--- config.mk ---
export PLATFORM = sky130hd
export DESIGN_NAME = button_conditioner
export DESIGN_NICKNAME = d
export VERILOG_FILES = /design/src/rtl/bcd_game_pkg.sv /design/src/rtl/btn_channel.sv /design/src/rtl/button_conditioner.sv
export SDC_FILE = /design/constraint.sdc
export NUM_CORES = 1
export LEC_CHECK = 0
export CAP_MARGIN = 20
export CORE_MARGIN = 2
export CORE_UTILIZATION = 36
export DETAILED_ROUTE_END_ITERATION = 16
export GPL_ROUTABILITY_DRIVEN = 0
export PLACE_DENSITY = 0.57
export SLEW_MARGIN = 10
export SYNTH_ARGS = -nofsm -noshare
export SYNTH_HDL_FRONTEND = slang
export SYNTH_SLANG_ARGS = --single-unit
--- constraint.sdc ---
create_clock -name clk -period 2.12 [get_ports clk]
set_input_delay 0.636 -clock clk [delete_from_list [all_inputs] [get_ports clk]]
set_output_delay 0.636 -clock clk [all_outputs]
set_load 0.01 [all_outputs]
--- src/rtl/bcd_game_pkg.sv ---
// Shared types and defaults for the push-button conditioning logic.
// Holds the per-channel FSM state encoding, default timing constants and a
// small integer helper used to size the shared debounce/repeat counter.
package bcd_game_pkg;

  typedef enum logic [1:0] {
    IDLE        = 2'd0,
    DEB_PRESS   = 2'd1,
    HELD        = 2'd2,
    DEB_RELEASE = 2'd3
  } btn_state_t;

  localparam int DEFAULT_DEBOUNCE_CYCLES = 16;
  localparam int DEFAULT_REPEAT_CYCLES   = 64;

  function automatic int max_int(input int a, input int b);
    return (a > b) ? a : b;
  endfunction

endpackage

--- src/rtl/btn_channel.sv ---
// Purpose: one button channel -- 2-flop synchronizer, debounce FSM, strobe.
// Latency: press strobe 2+DEBOUNCE_CYCLES cycles after first low sample.
// Backpressure: none; strobe is a single-cycle event with no handshake.
//
// Ports:
//   clk       - rising-edge clock
//   reset     - synchronous active-high reset
//   i_btn_n   - raw asynchronous button, 0 = pressed
//   o_pulse_n - registered active-low one-cycle strobe per accepted press
//   o_pressed - active-high debounced held level
// Optional feature: define BTN_HOLD_REPEAT_EN for auto-repeat strobes while held.
module btn_channel
  import bcd_game_pkg::*;
#(
  parameter int DEBOUNCE_CYCLES = DEFAULT_DEBOUNCE_CYCLES,
  parameter int REPEAT_CYCLES   = DEFAULT_REPEAT_CYCLES
) (
  input  logic clk,
  input  logic reset,
  input  logic i_btn_n,
  output logic o_pulse_n,
  output logic o_pressed
);

  // One counter serves both debounce and repeat timing, so it is sized for
  // the larger of the two intervals.
  localparam int CNT_MAX = max_int(DEBOUNCE_CYCLES, REPEAT_CYCLES);
  localparam int CNT_W   = $clog2(CNT_MAX + 1);
  localparam logic [CNT_W-1:0] DEB_LAST = CNT_W'(DEBOUNCE_CYCLES - 1);
  localparam logic [CNT_W-1:0] CNT_SAT  = CNT_W'(CNT_MAX);
`ifdef BTN_HOLD_REPEAT_EN
  localparam logic [CNT_W-1:0] REP_LAST = CNT_W'(REPEAT_CYCLES - 1);
`endif

  logic             r_sync1;
  logic             r_sync2;
  btn_state_t       r_state;
  btn_state_t       w_next_state;
  logic [CNT_W-1:0] r_cnt;
  logic [CNT_W-1:0] w_cnt_next;
  logic [CNT_W-1:0] w_cnt_inc;
  logic             w_fire;
  logic             r_pulse_n;
  logic             w_pressed;
  logic             w_low;

  // Synchronizer idles high (released) so reset never looks like a press.
  always_ff @(posedge clk) begin
    if (reset) begin
      r_sync1 <= 1'b1;
      r_sync2 <= 1'b1;
    end else begin
      r_sync1 <= i_btn_n;
      r_sync2 <= r_sync1;
    end
  end

  assign w_low = ~r_sync2;

  // Saturating increment: the counter sticks at its maximum rather than wrap.
  assign w_cnt_inc = (r_cnt == CNT_SAT) ? r_cnt : r_cnt + 1'b1;

  // State register; the strobe is registered so it lands on the edge that
  // enters HELD and lasts exactly one cycle.
  always_ff @(posedge clk) begin
    if (reset) begin
      r_state   <= IDLE;
      r_cnt     <= '0;
      r_pulse_n <= 1'b1;
    end else begin
      r_state   <= w_next_state;
      r_cnt     <= w_cnt_next;
      r_pulse_n <= ~w_fire;
    end
  end

  // Next-state and counter logic.
  always_comb begin
    w_next_state = r_state;
    w_cnt_next   = r_cnt;
    w_fire       = 1'b0;
    case (r_state)
      IDLE: begin
        if (w_low) begin
          w_next_state = DEB_PRESS;
          w_cnt_next   = '0;
        end
      end
      DEB_PRESS: begin
        if (!w_low) begin
          w_next_state = IDLE;
        end else if (r_cnt == DEB_LAST) begin
          w_next_state = HELD;
          w_cnt_next   = '0;
          w_fire       = 1'b1;
        end else begin
          w_cnt_next   = w_cnt_inc;
        end
      end
      HELD: begin
        if (!w_low) begin
          w_next_state = DEB_RELEASE;
          w_cnt_next   = '0;
        end
`ifdef BTN_HOLD_REPEAT_EN
        // Counter starts at 0 on the initial strobe, so repeats fall every
        // REPEAT_CYCLES after it.
        else if (r_cnt == REP_LAST) begin
          w_cnt_next = '0;
          w_fire     = 1'b1;
        end else begin
          w_cnt_next = w_cnt_inc;
        end
`endif
      end
      DEB_RELEASE: begin
        if (w_low) begin
          // Release glitch: back to HELD silently; the repeat timer restarts
          // because the counter was borrowed for release debounce.
          w_next_state = HELD;
          w_cnt_next   = '0;
        end else if (r_cnt == DEB_LAST) begin
          w_next_state = IDLE;
          w_cnt_next   = '0;
        end else begin
          w_cnt_next   = w_cnt_inc;
        end
      end
      default: begin
        w_next_state = IDLE;
        w_cnt_next   = '0;
      end
    endcase
  end

  // Outputs: held level is a pure decode of state.
  always_comb begin
    w_pressed = (r_state == HELD) || (r_state == DEB_RELEASE);
  end

  assign o_pulse_n = r_pulse_n;
  assign o_pressed = w_pressed;

endmodule

--- src/rtl/button_conditioner.sv ---
// Purpose: debounce NUM_BTN raw active-low buttons into strobes and levels.
// Latency: press strobe 2+DEBOUNCE_CYCLES cycles after first low sample.
// Backpressure: none; outputs are free-running strobes/levels.
//
// Ports:
//   clk     - rising-edge clock
//   reset   - synchronous active-high reset
//   btn_n   - [NUM_BTN] raw asynchronous buttons, 0 = pressed
//   pulse_n - [NUM_BTN] active-low one-cycle strobe per accepted press
//   pressed - [NUM_BTN] active-high debounced held level
// Optional feature: define BTN_HOLD_REPEAT_EN for auto-repeat strobes while held.
module button_conditioner
  import bcd_game_pkg::*;
#(
  parameter int NUM_BTN         = 3,
  parameter int DEBOUNCE_CYCLES = DEFAULT_DEBOUNCE_CYCLES,
  parameter int REPEAT_CYCLES   = DEFAULT_REPEAT_CYCLES
) (
  input  logic               clk,
  input  logic               reset,
  input  logic [NUM_BTN-1:0] btn_n,
  output logic [NUM_BTN-1:0] pulse_n,
  output logic [NUM_BTN-1:0] pressed
);

  // Channels share nothing but clock and reset.
  for (genvar g = 0; g < NUM_BTN; g++) begin : g_chan
    btn_channel #(
      .DEBOUNCE_CYCLES (DEBOUNCE_CYCLES),
      .REPEAT_CYCLES   (REPEAT_CYCLES)
    ) u_chan (
      .clk       (clk),
      .reset     (reset),
      .i_btn_n   (btn_n[g]),
      .o_pulse_n (pulse_n[g]),
      .o_pressed (pressed[g])
    );
  end

endmodule

==> flow_summary.ini <==
[outcome]
status = complete, no violations

[clocking]
clk_pin_slew_ns = 0.07
root_buffer = clkbuf_8
cts_sinks = 36
clock_path_buffers = 2
tritoncts = yes
insertion_delay_ns = 0.29
cts-htree-levels = 2
cts_made_buffers = 5
post_cts_buffers = 0
cts-resized-gates = 0
cts_hold_buf = 0

[detailed_routing]
dr.pass1.iters = 4
vias_per_cell = 5.14
drc = 0
final_antenna_net_count = 0
drtIter0Drc = 39
num_vias = 1485
wl_per_cell_um = 12.9
routed_wl_um = 3720

[timing]
slew_headroom_pct = 70.8
skew_ns = 0.00411
hold_violations = 0
clock.fmax_mhz = 503
rsz0062_at_grt = no
worst_slack_ns = 0.131
post-route-period-util_pct = 93.8
worst_pin_slew_ns = 0.427
tns_ns = 0
period_needed_ns = 1.99
setup-violations-final = 0
slew_violations = 0

[final_layout]
drive_gt1_share_pct = 13.7
finalNonFillerCells = 289
nNetsFinal = 230
diodes = 0
syn_to_final_growth_pct = 11.5
finalInstanceArea_um2 = 2160

[worst_setup_path]
cp-end-kind = output port
cp_max_fo = 8
arrival_ns = 1.35
cp_cell_sequence = clkdlybuf4s50_1
cp-start-kind = register
cp_top_family = buffers and inverters
required_ns = 1.48
slowest_delay_ns = 0.59
path_buf_inv = 1
cpMaxStageDelayCell = clkdlybuf4s50_1
crit_type = register to output port

[grt]
grt_pass1_vias = 1432
antenna_found_initial = 0
grt_pass1_wl_um = 6780
overflow = 0
track_usage_pct = 14.2
grt_max_degree = 18

[synthesis]
synth_edf_count = 0
synth-adder-area-share_pct = 3.87
yosysTopAreaCell = dfxtp_1
synthCells = 215
ys_ff_latch = 36
muxShareOfSynthArea_pct = 1.55
synth_top_area_share_pct = 37.2
ys_types = 52
synth_compound_area_share_pct = 18.8
async_flop_share_pct = 0
synthFlopType = dfxtp_1
synth_top_family_by_area = simple AND/OR/NAND/NOR gates
synthSimpleGateAreaFrac_pct = 27.0
yosysWarnings = 0
avgSynthCellArea_um2 = 9.02
synthTopCellsByArea = dfxtp_1, a21oi_1, ha_1, inv_1, a2111oi_4
synth-xor-area-share_pct = 4.06
seq_area_frac_synth_pct = 37.2
syn_nets = 226
syn_area_um2 = 1940

[die]
coreArea_um2 = 5140
row_count = 26
dieArea_um2 = 5990
die_height_um = 77.4
die_w_um = 77.4
io_pins = 11
start_util_pct = 37.7

[placed_design]
place_area_um2 = 2070
port_buffers = 10
post-place-cells = 282
place_ws_ns = 0.0806
dp.final_hpwl_um = 2700

[power_and_ir_drop]
vdd_ir_drop_max_uv = 223
leakagePower_uw = 0.000738
p_per_area_nw_per_um2 = 593

[min_path]
holdCritPathClass = register to register

[flow_run]
cap_violations = 0
## worst paths after layout
kind / startpoint / depth (start not counted) / slack, ns / endpoint
worst max register to register: g_chan[0].u_chan.r_cnt[1]$_SDFFE_PP0P_ / 4 / 0.35 / g_chan[0].u_chan.o_pulse_n$_SDFF_PP1_
worst max-delay path: register / 1 / 0.13 / pressed[2]
worst min register to register: g_chan[0].u_chan.r_sync1$_SDFF_PP1_ / 1 / 0.41 / g_chan[0].u_chan.r_sync2$_SDFF_PP1_
worst min-delay path: g_chan[0].u_chan.r_sync1$_SDFF_PP1_ / 1 / 0.41 / g_chan[0].u_chan.r_sync2$_SDFF_PP1_
## cell families (layout without fill, tap and decap cells)
kind of cell / Yosys count / after routing
and+or+nand+nor: 80 / 80
muxes: 3 / 3
xor gates and xnor gates: 9 / 9
AOI/OAI and AO/OA: 49 / 49
DFF: 36 / 36
buffers and inverters: 32 / 36
adders and majority gates: 6 / 6
## per-layer routing
layer / wire length, um / share of wire, % / vias up / GRT usage, %
met5: 0 / 0 / - / 0
met2: 1690 / 45 / 14 / 22.2
met3: 115 / 3.1 / 6 / 4.65
met4: 71 / 1.9 / 0 / 5.89
li1: - / - / 767 / -
met1: 1840 / 49 / 698 / 18.0
## power by group
part	leakage [uW]	internal, uW	switching [uW]
sequential	0.000292	686	11.1
clock	0.0000503	289	231
combinational	0.000395	29.6	36.3
total	0.000738	1000	278
## flip-flops by register name, summed over array words and instances, names as in the netlist, named ones only
signal / count
g_chan.u_chan.r_cnt: 21
g_chan.u_chan.o_pulse_n: 3
g_chan.u_chan.r_state: 3
g_chan.u_chan.r_sync1: 3
g_chan.u_chan.r_sync2: 3
## cell usage in the layout (no fill, tap or decap), types with 2 or more instances in the layout
cell / n
a2111oi_4: 2
inv_1: 17
dfxtp_1: 36
xnor2_1: 5
o211ai_1: 2
or3_1: 2
clkdlybuf4s50_1: 10
nand2b_1: 5
o2111ai_1: 4
a221oi_1: 3
nor2_1: 14
xor2_1: 4
mux2i_1: 3
and4_1: 4
nor3b_1: 3
or2_2: 6
or4_1: 2
and2_1: 4
nand3_1: 7
clkbuf_8: 7
nor4b_4: 2
o21ai_0: 5
a31oi_1: 6
a21oi_1: 15
and3_1: 2
o21a_1: 2
o21ai_1: 2
nand2_1: 8
nor3_1: 7
nor3b_2: 2
ha_1: 6
nand3_2: 2
## final cells by class
type,instances,area (um^2)
fill,540,2980
timing repair buffer,11,120
sequential,36,721
clock buffer,7,96.3
tap,70,87.6
inverter,18,67.6
multi-input combinational,147,1070
## synth_stat cells (all sizes together) (2+ instances only)
master and n:
ha 6, or3 2, a21oi 16, buf 10, clkbuf 4, a31oi 6, nand3 9, mux2i 3
o21ai 8, a2111oi 3, nor4b 2, nand2 8, o21a 2, o2111ai 4, nor3 7, and4 4
a211oi 2, a221oi 3, dfxtp 36, xor2 4, and3 3, nor2b 2, o211ai 2, nand2b 5
and2 4, nor3b 5, nor2 14, or4 3, xnor2 5, or2 7, inv 17
## stage by stage
step | hold slack [ns] | power [uW] | utilization (%)
6_report | 0.409 | 1280 | 42.1
5_1_grt | 0.429 | 1350 | 42.1
4_1_cts | 0.411 | 1300 | 42.1
3_5_place_dp | 0.395 | 779 | 40.2
3_3_place_gp | 0.393 | 779 | 40.2
2_1_floorplan | 0.389 | 754 | -
No activity file was read; power rests on OpenSTA's default activity.
==> patch 1 (same settings) <==
The option `BTN_HOLD_REPEAT_EN` is turned on by a define.
--- a/src/rtl/btn_channel.sv
+++ b/src/rtl/btn_channel.sv
@@ -9,6 +9,8 @@
 //   o_pulse_n - registered active-low one-cycle strobe per accepted press
 //   o_pressed - active-high debounced held level
 // Optional feature: define BTN_HOLD_REPEAT_EN for auto-repeat strobes while held.
+`define BTN_HOLD_REPEAT_EN
+
 module btn_channel
   import bcd_game_pkg::*;
 #(
Formal check against the unedited RTL: same outputs for any inputs over 10 cycles, from zero or initial values and one cycle with reset high; that may be too few to reach the edited logic, so the function may still have changed.
==> patch 1 against the unedited design <==
Critical path depth is 3 higher; design area is 21% higher; sequential cell count stayed put; worst setup slack worse by 0.051 ns; count of clock-buffer cells in the layout is 1 higher; worst hold slack better by 0.0042 ns; wire length is 21% higher; area after synthesis is 19% higher.
Power is not compared: it rests on default switching activity, and its combinational part moved more than twofold at a synthesized area within 25%.
==> patch 1: results (changes against the unedited design) <==
outcome complete, no violations; DR iter-0 viols 121 (+210%); HP Class flip-flop to flip-flop; share of layout cells above drive strength 1 14.5% (+0.78 points); GRT Total Usage 13.7% (-0.51 points); vias 1,974 (+33%); vias in the first global route 1,750 (+22%); pin count of the biggest net entering global routing 31 (+13); WL/cell 12.3 um (-4.5%); n_diodes 0 (unchanged); post-DP HPWL 3240 um (+20%); Max-Slew Margin vs Limit 67.9% (-2.9 points); Arr. time, crit path 1.40 ns (+0.05 ns); number of remaining DRC errors 0 (unchanged); clock latency on the worst-skew pair 0.29 ns (about the same); Area contributors post-synth dfxtp_1 31%, ha_1 11%, nor2_1 3.8%; synthesized instance count 273 (+27%); total core area 6280 sq um (+22%); Int Pwr 1.38 mW; count of cell types in the netlist 57 (+9.6%); fill cell count 633 (+17%); # nets final 315 (+37%); Setup Buffers After CTS 0 (unchanged); CTS clk-pin slew, worst paths 0.07 ns (about the same); vias per cell 5.38 (+4.7%); Seq/Total Area, Yosys 31.4% (-5.8 points); Clock Path Buffers 2 (unchanged); CP Max Fanout 6 (-2); I/O Buffers 10 (unchanged); placed cell count 359 (+27%); Syn Nets 299 (+32%); first-pass GRT wire length 7900 um (+16%); VDD IR max 0.602 mV; fraction of registers with async set/reset 0% (unchanged); Largest register FFs 21 (unchanged); Yosys warnings 0 (unchanged); most flop-heavy register g_chan.u_chan.r_cnt; Post-synth top cells 36 x dfxtp_1, 23 x nor2_1, 21 x ha_1, 17 x nand2_1, 15 x inv_1; CTS Buf Count 5 (unchanged); clock skew 0.00466 ns (+0.000548 ns)
## patch 1: path summary, 6_finish.rpt
| check | startpoint | endpoint | slack [ns] | cells after the start |
|---|---|---|---|---|
| max | g_chan[2].u_chan.r_state[0] | pressed[2] | 0.08 | 4 |
| min | g_chan[2].u_chan.r_sync1 | g_chan[2].u_chan.r_sync2 | 0.41 | 1 |
| max reg2reg | g_chan[0].u_chan.r_state[0] | g_chan[0].u_chan.r_cnt[5] | 0.16 | 8 |
| min reg2reg | g_chan[2].u_chan.r_sync1 | g_chan[2].u_chan.r_sync2 | 0.41 | 1 |
## patch 1: cell type report
cell class | count | area share, %
inverter | 15 | 2.15
multi-input combinational | 207 | 54.8
clock buffer | 8 | 3.44
tap | 77 | 3.67
timing repair buffer | 24 | 8.11
sequential | 36 | 27.8
## patch 1: through the flow
| step | util, % | power, mW | worst slack [ns] | instance area [sq um] |
|---|---|---|---|---|
| 6_report | 41.8 | 2.12 | 0.0801 | 2620 |
| 5_1_grt | 41.8 | 2.30 | 0.00483 | 2620 |
| 4_1_cts | 41.5 | 2.12 | 0.00508 | 2610 |
| 3_5_place_dp | 40.1 | 1.60 | 0.0684 | 2510 |
| 3_3_place_gp | 40.1 | 1.61 | 0.0952 | 2510 |
| 2_1_floorplan | - | 1.36 | 0.348 | 2300 |
## patch 1: power groups by stage
| stage | clock, mW | combinational [mW] | sequential, mW |
|---|---|---|---|
| after floorplan | 0 | 0.575 | 0.788 |
| final | 0.508 | 0.822 | 0.789 |
| after global routing | 0.559 | 0.943 | 0.799 |
| after CTS | 0.531 | 0.806 | 0.783 |
| after detailed placement | 0 | 0.806 | 0.793 |
| after global placement | 0 | 0.816 | 0.792 |
## patch 1: metal layers
metal  global-route usage, %  vias up  share of wire [%]
met3                    4.25        8                4.1
met5                       0        -                  0
li1                        -     1035                  -
met1                    18.9      898                 51
met2                    19.9       33                 44
met4                    5.28        0                1.5
## patch 1: logic make-up (layout without fill, tap and decap cells)
family | count (synthesis) | count (layout) | share of synthesized area, %
adder cells (fa/ha/maj) | 21 | 21 | 11.4
flip-flops | 36 | 36 | 31.4
AND/OR/NAND/NOR | 106 | 106 | 25.4
multiplexers | 1 | 1 | 0.436
AO/OA/AOI/OAI | 79 | 79 | 24.7
buffers and inverters | 30 | 47 | 6.69
## patch 1: worst max-delay path: stages (launching register included)
cell and delay (ns):
dfxtp_4 0.37, inv_1 0.06, ha_1 0.20, or2_2 0.26
clkdlybuf4s15_1 0.23
## patch 1: timing repair
action,CTS,global route
gates resized for setup,7,8
setup endpoints to repair,3,9
hold buffers,0,0
==> patch 2 (config.mk and constraints unchanged) <==
Without the edit above. Register the input `btn_n` before use. The logic sees it one clock later.
--- a/src/rtl/button_conditioner.sv
+++ b/src/rtl/button_conditioner.sv
@@ -23,6 +23,12 @@
   output logic [NUM_BTN-1:0] pressed
 );
 
+  logic [NUM_BTN-1:0] btn_n_q;
+
+  always_ff @(posedge clk) begin
+      btn_n_q <= btn_n;
+  end
+
   // Channels share nothing but clock and reset.
   for (genvar g = 0; g < NUM_BTN; g++) begin : g_chan
     btn_channel #(
@@ -31,7 +37,7 @@
     ) u_chan (
       .clk       (clk),
       .reset     (reset),
-      .i_btn_n   (btn_n[g]),
+      .i_btn_n   (btn_n_q[g]),
       .o_pulse_n (pulse_n[g]),
       .o_pressed (pressed[g])
     );
Function: same outputs for any inputs over 10 cycles, from zero or initial values and one cycle with reset high; that may be too few to reach the edited logic, so the function may still have changed.
==> patch 2 against the unedited design <==
Design area did not move; core utilization fell by 0.26 points; area after synthesis rose by 0.65%; register-to-register slack barely moved; sequential power rose by 8.0%; first-iteration DRC count rose by 79%; worst hold slack got worse by 0.0031 ns; sequential share of layout area rose by 2.8 points; worst setup slack improved by 0.017 ns; sequential cell count rose by 3; total power rose by 1.7%; fmax rose by 0.87%; wire length fell by 2.9%; critical endpoint is now pressed[0]; highest routed layer unchanged.
==> patch 2: results (changes against the unedited design) <==
outcome complete, no violations; Pleak 0.776 nW (+5.2%); synthesized instance count 219 (+1.9%); placed cell count 287 (+1.8%); CP delay by family, top buffers and inverters; share of layout cells above drive strength 1 9.33% (-4.4 points); Post-synth top cells 39 x dfxtp_1, 13 x nor2_1, 12 x inv_1, 12 x nand2_1, 10 x nand3_1; Syn Nets 230 (+1.8%); post-DP HPWL 2560 um (-5.2%); DP Area 2080 sq um (+0.73%); Area contributors post-synth dfxtp_1 40%, ha_1 3.8%, nand3_1 2.6%; DR iter-0 viols 70 (+79%); clock skew 0.00882 ns (+0.00471 ns); GR Util met1 17.7% (-0.35 points); vias 1,545 (+4.0%); Seq/Total Area, Yosys 40.0% (+2.8 points); cells on worst reg2reg path 5 (+1); CP Max Fanout 7 (-1); drt total wl 3610 um (-2.9%); met3 usage 3.84% (-0.81 points); GRT Total Usage 13.5% (-0.69 points); fill cell count 517 (-4.3%); Max-Slew Margin vs Limit 57.8% (-13 points); count of cell types in the netlist 54 (+3.8%); # nets final 235 (+2.2%); wire length on met1 1870 um (+1.4%); met3 WL 105 um (-8.7%); met2 wire length 1560 um (-7.6%); Starting Density 37.7% (about the same); Post-Place Setup Slack 0.0380 ns (-0.0425 ns)
-- patch 2: changes by cell type in the layout (fill, tap and decap cells not counted), sizes merged, moves of 3 or more --
cell     unedited run  this run
a21oi              16         7
a221oi              3         0
a41oi               0         3
and2                4         0
and3                3         6
dfxtp              36        39
inv                17        13
nand2               8        12
o2111ai             4         1
o32ai               0         3
or3                 2         5
xnor2               5         2
-- patch 2: worst paths after layout --
path | slack [ns] | end | start
setup reg to reg | 0.35 | g_chan[1].u_chan.r_cnt[6] | g_chan[1].u_chan.r_cnt[0]
hold / removal | 0.41 | g_chan[1].u_chan.r_sync2 | g_chan[1].u_chan.r_sync1
setup / recovery | 0.15 | pressed[0] | flip-flop
hold reg to reg | 0.41 | g_chan[1].u_chan.r_sync2 | g_chan[1].u_chan.r_sync1
-- patch 2: final cells by class --
| class | instances | area (sq um) | area share, % |
|---|---|---|---|
| Clock buffer | 7 | 76.3 | 3.53 |
| Clock inverter | 1 | 5.00 | 0.231 |
| Inverter | 13 | 48.8 | 2.26 |
| Multi-Input combinational cell | 152 | 1040 | 48.2 |
| Sequential cell | 39 | 781 | 36.1 |
| Tap cell | 70 | 87.6 | 4.05 |
| Timing Repair Buffer | 13 | 123 | 5.67 |
-- patch 2: power breakdown --
part	switching [mW]	leakage, nW	internal (mW)
Sequential	0.00867	0.317	0.744
Combinational	0.0350	0.417	0.0293
Clock	0.257	0.0422	0.231
-- patch 2: cells by family after synthesis --
group	after synthesis	synth area share (%)
compound gates	48	18.5
simple gates	90	27.2
xor+xnor	5	2.24
flops	39	40.0
buf+inv	28	6.60
fa+ha+maj	6	3.85
mux	3	1.54
